**config.mk**
```make
export PLATFORM = sky130hd
export DESIGN_NAME = cp0_unit
export DESIGN_NICKNAME = d
export VERILOG_FILES = /design/src/rtl/cp0_unit.sv
export SDC_FILE = /design/constraint.sdc
export NUM_CORES = 1
export LEC_CHECK = 0
export ABC_AREA = 1
export CAP_MARGIN = 20
export CELL_PAD_IN_SITES_DETAIL_PLACEMENT = 2
export CELL_PAD_IN_SITES_GLOBAL_PLACEMENT = 2
export CORE_ASPECT_RATIO = 1.1
export CORE_MARGIN = 2
export CORE_UTILIZATION = 20
export DETAILED_ROUTE_END_ITERATION = 16
export GPL_ROUTABILITY_DRIVEN = 0
export PLACE_DENSITY = 0.75
export REMOVE_ABC_BUFFERS = 1
export SETUP_SLACK_MARGIN = 0.4
export SKIP_CTS_REPAIR_TIMING = 1
export SYNTH_ARGS = -nofsm -noshare
export SYNTH_HDL_FRONTEND = slang
export SYNTH_SLANG_ARGS = --single-unit
```
**constraint.sdc**
```tcl
create_clock -name clk -period 1.54 [get_ports clk]
set_clock_uncertainty 0.1 [all_clocks]
set_input_delay 0.231 -clock clk [delete_from_list [all_inputs] [get_ports clk]]
set_output_delay 0.231 -clock clk [all_outputs]
set_load 0.02 [all_outputs]
```
**src/rtl/cp0_unit.sv**
```systemverilog
// Coprocessor-0 (SR, Cause, EPC, PRId) in M stage: arbitrates interrupts vs. exceptions, raises Req.
// Req, CP0Out and EPCOut are combinational; state updates on the next clk edge; no backpressure.
module cp0_unit #(
   parameter logic [31:0] PRID_VALUE = 32'h4D49_5053,
   parameter logic [5:0]  IM_RESET   = 6'b000000
) (
   input  logic        clk,
   input  logic        reset,
   input  logic        en,
   input  logic [4:0]  CP0Add,
   input  logic [31:0] CP0In,
   output logic [31:0] CP0Out,
   input  logic [31:0] VPC,
   input  logic        BDIn,
   input  logic [4:0]  ExcCodeIn,
   input  logic [5:0]  HWInt,
   input  logic        EXLClr,
   output logic [31:0] EPCOut,
   output logic        Req
);

   localparam logic [4:0]  ADDR_SR    = 5'd12;
   localparam logic [4:0]  ADDR_CAUSE = 5'd13;
   localparam logic [4:0]  ADDR_EPC   = 5'd14;
   localparam logic [4:0]  ADDR_PRID  = 5'd15;
   localparam logic [31:0] WORD_MASK  = 32'hFFFF_FFFC;

   logic [5:0]  sr_im;
   logic        sr_exl;
   logic        sr_ie;
   logic        cause_bd;
   logic [5:0]  cause_ip;
   logic [4:0]  cause_exc;
   logic [31:0] epc;

   logic        int_req;
   logic        exc_req;
   logic [31:0] victim_pc;
   logic [31:0] epc_next;
   logic [31:0] sr_word;
   logic [31:0] cause_word;
   logic        wr_sr;
   logic        wr_epc;

   assign int_req = (|(HWInt & sr_im)) & sr_ie & ~sr_exl;
   assign exc_req = (ExcCodeIn != 5'd0) & ~sr_exl;
   assign Req     = (int_req | exc_req) & ~reset;

   // A delay-slot victim is restarted from its branch, one word earlier.
   assign victim_pc = VPC & WORD_MASK;
   assign epc_next  = BDIn ? (victim_pc - 32'd4) : victim_pc;

   assign wr_sr  = en & (CP0Add == ADDR_SR) & ~Req;
   assign wr_epc = en & (CP0Add == ADDR_EPC) & ~Req;

   assign sr_word    = {16'b0, sr_im, 8'b0, sr_exl, sr_ie};
   assign cause_word = {cause_bd, 15'b0, cause_ip, 3'b0, cause_exc, 2'b0};

   always_ff @(posedge clk) begin
      if (reset) begin
         sr_im     <= IM_RESET;
         sr_exl    <= 1'b0;
         sr_ie     <= 1'b0;
         cause_bd  <= 1'b0;
         cause_ip  <= 6'b0;
         cause_exc <= 5'b0;
         epc       <= 32'b0;
      end else begin
         cause_ip <= HWInt;
         if (Req) begin
            sr_exl    <= 1'b1;
            cause_exc <= int_req ? 5'd0 : ExcCodeIn;
            cause_bd  <= BDIn;
            epc       <= epc_next;
         end else begin
            if (wr_sr) begin
               sr_im  <= CP0In[15:10];
               sr_exl <= CP0In[1];
               sr_ie  <= CP0In[0];
            end
            if (wr_epc) begin
               epc <= CP0In & WORD_MASK;
            end
            // eret overrides a same-cycle mtc0 to SR.EXL
            if (EXLClr) begin
               sr_exl <= 1'b0;
            end
         end
      end
   end

   always_comb begin
      CP0Out = 32'b0;
      case (CP0Add)
         ADDR_SR:    CP0Out = sr_word;
         ADDR_CAUSE: CP0Out = cause_word;
         ADDR_EPC:   CP0Out = epc;
         ADDR_PRID:  CP0Out = PRID_VALUE;
         default:    CP0Out = 32'b0;
      endcase
   end

   // Forward a same-cycle mtc0 EPC so an immediately following eret sees it.
   assign EPCOut = wr_epc ? (CP0In & WORD_MASK) : epc;

endmodule

```
# Word-level counts from Yosys, hierarchy flattened
# Index checks and enable logic that the tools add are counted.
dict set report totals {
  register_bits 52
  inputBits 85
  out_inout_bits 65
  wordCells 37
}
dict set report op_classes {
  add_sub_neg 1
  n_eq_ne 4
  muxes 8
  bitwise 13
  reduce_logical 4
}
# op n
set ops {}
lappend ops {{$pmux W32 S4} 1}
lappend ops {{$mux W32} 3}
lappend ops {{$sub A32 B3 Y32 const B} 1}
lappend ops {{$eq A5 B4 Y1 const B} 4}
lappend ops {{$and A1 B1 Y1} 8}
lappend ops {{$and A6 B6 Y6} 1}
lappend ops {{$reduce_or A6 Y1} 1}
lappend ops {{$mux W5} 1}
lappend ops {{$reduce_bool A5 Y1} 1}
lappend ops {{$mux W1} 3}
lappend ops {{$not A1 Y1} 3}
lappend ops {{$reduce_bool A3 Y1} 1}
lappend ops {{$reduce_and A2 Y1} 1}
lappend ops {{$or A1 B1 Y1} 1}

# Logic depth before layout (Yosys ltp)
dict set report logic_depth {
  ltp_word 11
  ltp_mapped 14
  mapped_depth_nobuf 14
}

# Worst setup path before layout
# Ideal clock, no wire load.
dict set report synth_timing {
  path_kind {register to output}
  startpoint {register sr_ie}
  endpoint {output port EPCOut[10]}
  arrival_time_ps 1539
  required_ps 1209
  setup_slack_ps -330
  path_stages_with_launch 10
  n_path_buf 1
  path_cell_list {dfxtp_1 -> inv_1 -> nor2_1 -> nand2_4 -> nand2_4 -> nand2_8 -> nand2_4 -> inv_2 -> buf_2 -> o21ai_0}
}
dict set report synth_between {
  elab_chain_cells 7
}
# element line
set synth_lines {}
lappend synth_lines {{from (decl)} 30} ;# logic sr_ie;
lappend synth_lines {{from (signal assigned)} 79} ;# sr_ie <= CP0In[0];
lappend synth_lines {{$and A1 B1 Y1 (2 in a row)} 45} ;# assign int_req = (|(HWInt & sr_im)) & sr_ie & ~sr_exl;
lappend synth_lines {{$or A1 B1 Y1} 47} ;# assign Req = (int_req | exc_req) & ~reset;
lappend synth_lines {{$and A1 B1 Y1} 47}
lappend synth_lines {{$not A1 Y1 (no source line)} -}
lappend synth_lines {{$and A1 B1 Y1} 54} ;# assign wr_epc = en & (CP0Add == ADDR_EPC) & ~Req;
lappend synth_lines {{$mux W32} -}
lappend synth_lines {{to (decl)} 18} ;# output logic [31:0] EPCOut,
# No other way between the ends.

# Worst setup path in the final report
dict set report layout_timing {
  startpoint {input port ExcCodeIn[3]}
  endpoint {output port EPCOut[25]}
}
dict set report layout_between {
  elab_chain_cells 7
}
# element line
set layout_lines {}
lappend layout_lines {{from (decl)} 15} ;# input logic [4:0] ExcCodeIn,
lappend layout_lines {{$reduce_bool A5 Y1} 46} ;# assign exc_req = (ExcCodeIn != 5'd0) & ~sr_exl;
lappend layout_lines {{$and A1 B1 Y1} 46}
lappend layout_lines {{$or A1 B1 Y1} 47}
lappend layout_lines {{$and A1 B1 Y1} 47}
lappend layout_lines {{$not A1 Y1 (no source line)} -}
lappend layout_lines {{$and A1 B1 Y1} 54}
lappend layout_lines {{$mux W32} -}
# No other way between the ends.

==> impl_metrics.toml <==
[sta]
setup_ws_ps = -695
max_slew.worst_pin.slew_ps = 450
slew_headroom = 0.699
rsz0062_at_grt = "true"
slew_violations = 0
finalHoldViolations = 0
setup_viol = 99
max_freq_mhz = 447
fin_crit_ps = 2230
fin_crit_sh = 1.45

[grt]
antenna_found_initial = 3
grt_max_degree = 31
grt_pass1_vias = 5538
grt_usage = 0.184
grt_pass1_wl_um = 29400
gr-total-overflow = 0

[layout]
final_nets = 986
nFillCells = 2171
multi_input_area_um2 = 2830
final_cells = 1151
register_area_um2 = 1050
area_growth_pct = 97.9
drive_above_1_share = 0.436

[die]
initial_utilization = 0.204
pin_count = 150
num_rows = 53
die_w_um = 137
core_area_um2 = 19200
dieArea_um2 = 20700
die_h_um = 151

[route]
vias = 5380
vias_per_cell = 4.67
drc = 0
ant_nets = 0
dr.first_iter.drc_count = 189
drt-pass1-iter-count = 4
routedWlPerCell_um = 20.3
totalWireLength_um = 23300

[clock_network]
cts_root_buffer = "clkbuf_16"
clock_latency_ps = 330
cts_buffer_depth = 2
htree_levels = 2
cts_tree = "built"
clkTransAtPathRegs_ps = 100
cts-buffers-inserted = 5
cts_sinks = 52

[logic_synthesis]
yosysTopAreaCell = "dfxtp_1"
ys_seq_area_frac = 0.266
synthCells = 617
synth_xor_area_frac = 0.0179
ys_warn_count = 0
synthMuxAreaShare = 0
synth_top_family_by_area = "simple AND/OR/NAND/NOR gates"
synthFlopType = "dfxtp_1"
yosys-top-cells-area = "dfxtp_1 (27%), nand2_1 (13%), inv_1 (10%)"
synth_edf_count = 0
synthAdderAreaFrac = 0.00320
synth.top_cell.area_share = 0.266
synth_cell_types = 40
async_flop_share = 0
synthSimpleGateAreaFrac = 0.365
synth-compound-area-share = 0.194
ys_ff_latch = 52
netlist_area_um2 = 3910
syn_avg_cell_area_um2 = 6.34

[worst_hold_path]
hold_class = "in2reg"

[critical_path]
cpMostUsedCell = "nand2_1"
crit_chain = "clkdlybuf4s50_1 > nor2_1 > nand2_1 > o21ai_2 > nand2_4 > nand2_8 > nand2_4 > buf_4 > nand2_1 > nand2_1 > buf_2"
reg2reg_slack_ps = -450
cp_max_fo = 7
crit_family = "buffers and inverters"
critPathSlowestCell = "clkdlybuf4s50_1"
crit_required_ps = 1210
cp-end-kind = "primary output"
startpoint_type = "primary input"
critical_path_class = "in2out"
max_stage_delay_ps = 420
cp.arrival_ps = 1900
cp.buffers_inverters = 3

[outcome]
status = "finished with violations"
violations = "setup timing"

[placement]
port_buffers = 147
post-dp-hpwl_um = 15300
pre_cts_ws_ps = -1220
placed_cells = 1108

[power]
power.leakage_uw = 0.00365
ir_worst_vdd_mv = 0.511
p_per_area_nw_per_um2 = 564

[run]
cap_violations = 0
==> worst reg2reg max path, cell delays in order (launching register included) <==
cell and delay, ps:
dfxtp_2 340, inv_1 50, nor2_1 100, buf_4 130, nand2_4 50, nand2_4 90, nand2_8 90, clkbuf_16 180
buf_6 110, buf_6 100, buf_6 120, nand2_8 70, buf_8 150, o21ai_2 60, a21oi_1 150
==> cells in the mapped netlist, drive strengths merged, types with 3 or more instances <==
library cell / n
inv: 113
a31oi: 5
nor3: 5
xor2: 5
nand2: 139
nand3: 53
nor2: 93
o22ai: 4
xnor2: 3
o21ai: 52
dfxtp: 52
a21oi: 23
o221ai: 8
clkbuf: 5
nand4: 8
buf: 19
o211ai: 23
==> stage by stage <==
step	cell area [um^2]	power [uW]	setup TNS (ps)	utilization	hold WS, ps
6_report	7740	4370	-37870	0.404	84.0
5_1_grt	7740	4560	-43500	0.404	108
3_3_place_gp	6510	2830	-91580	0.340	366
3_5_place_dp	6510	2870	-95550	0.340	385
2_1_floorplan	3740	2060	-27490	-	202
4_1_cts	6660	4110	-81190	0.347	383
==> report_power, final <==
group          leakage [uW]  switching, uW  internal [uW]  total [uW]
Combinational       0.00315            877            755        1630
Clock             0.0000702            644            611        1250
Sequential         0.000432           40.4           1440        1480
==> placed cells by master (no fill, tap or decap), drive strengths merged <==
| cell | netlist | final |
|---|---|---|
| nand3 | 53 | 53 |
| o21ai | 52 | 52 |
| diode | 0 | 3 |
| clkinv | 0 | 1 |
| dlymetal6s2s | 0 | 13 |
| nand4 | 8 | 9 |
| a21oi | 23 | 23 |
| o21bai | 1 | 1 |
| nand3b | 1 | 1 |
| o211ai | 23 | 23 |
| clkbuf | 5 | 12 |
| a31oi | 5 | 5 |
| nor2 | 93 | 93 |
| xor2 | 5 | 5 |
| xnor2 | 3 | 3 |
| clkdlybuf4s50 | 0 | 64 |
| nor3 | 5 | 5 |
| inv | 113 | 113 |
| nand2 | 139 | 139 |
| clkinvlp | 0 | 2 |
| buf | 19 | 215 |
| o221ai | 8 | 8 |
| o22ai | 4 | 4 |
| nor4 | 1 | 1 |
| dfxtp | 52 | 52 |
| o31ai | 1 | 1 |
| o2111ai | 2 | 2 |
| ha | 1 | 1 |
==> cell type report <==
type	instances	area share
Inverter	113	0.0569
Clock buffer	5	0.0162
Sequential cell	52	0.136
Multi-Input combinational cell	429	0.366
Antenna cell	3	0.000970
Timing Repair Buffer	299	0.382
Clock inverter	3	0.00275
Tap cell	247	0.0399
==> logic make-up after synthesis <==
| logic type | count (synthesis) |
|---|---|
| xor gates and xnor gates | 8 |
| AOI/OAI and AO/OA | 119 |
| adders and majority gates | 1 |
| DFF | 52 |
| and+or+nand+nor | 300 |
| buffers and inverters | 137 |
==> worst paths after layout <==
path,to,start,depth (start not counted)
setup / recovery,EPCOut[25],ExcCodeIn[3],11
hold / removal,cause_ip[0]$_SDFF_PP0_,HWInt[0],3
setup reg to reg,sr_im[1]$_SDFFE_PP0P_,sr_ie$_SDFFE_PP0P_,14
hold reg to reg,sr_im[3]$_SDFFE_PP0P_,sr_im[3]$_SDFFE_PP0P_,2
==> registers in the layout, summed over array words and instances, names as in the netlist <==
signal     count
epc           32
cause_ip       6
cause_exc      5
sr_ie          1
sr_exl         1
cause_bd       1
sr_im          6
==> per-layer routing <==
layer,GRT usage,vias up,wire (um)
li1,-,2563,-
met1,0.224,2666,9410
met2,0.335,125,12400
met3,0.0333,26,1030
met4,0.0402,0,475
met5,0,-,0
Note: power is estimated with default switching activity, not from simulation.
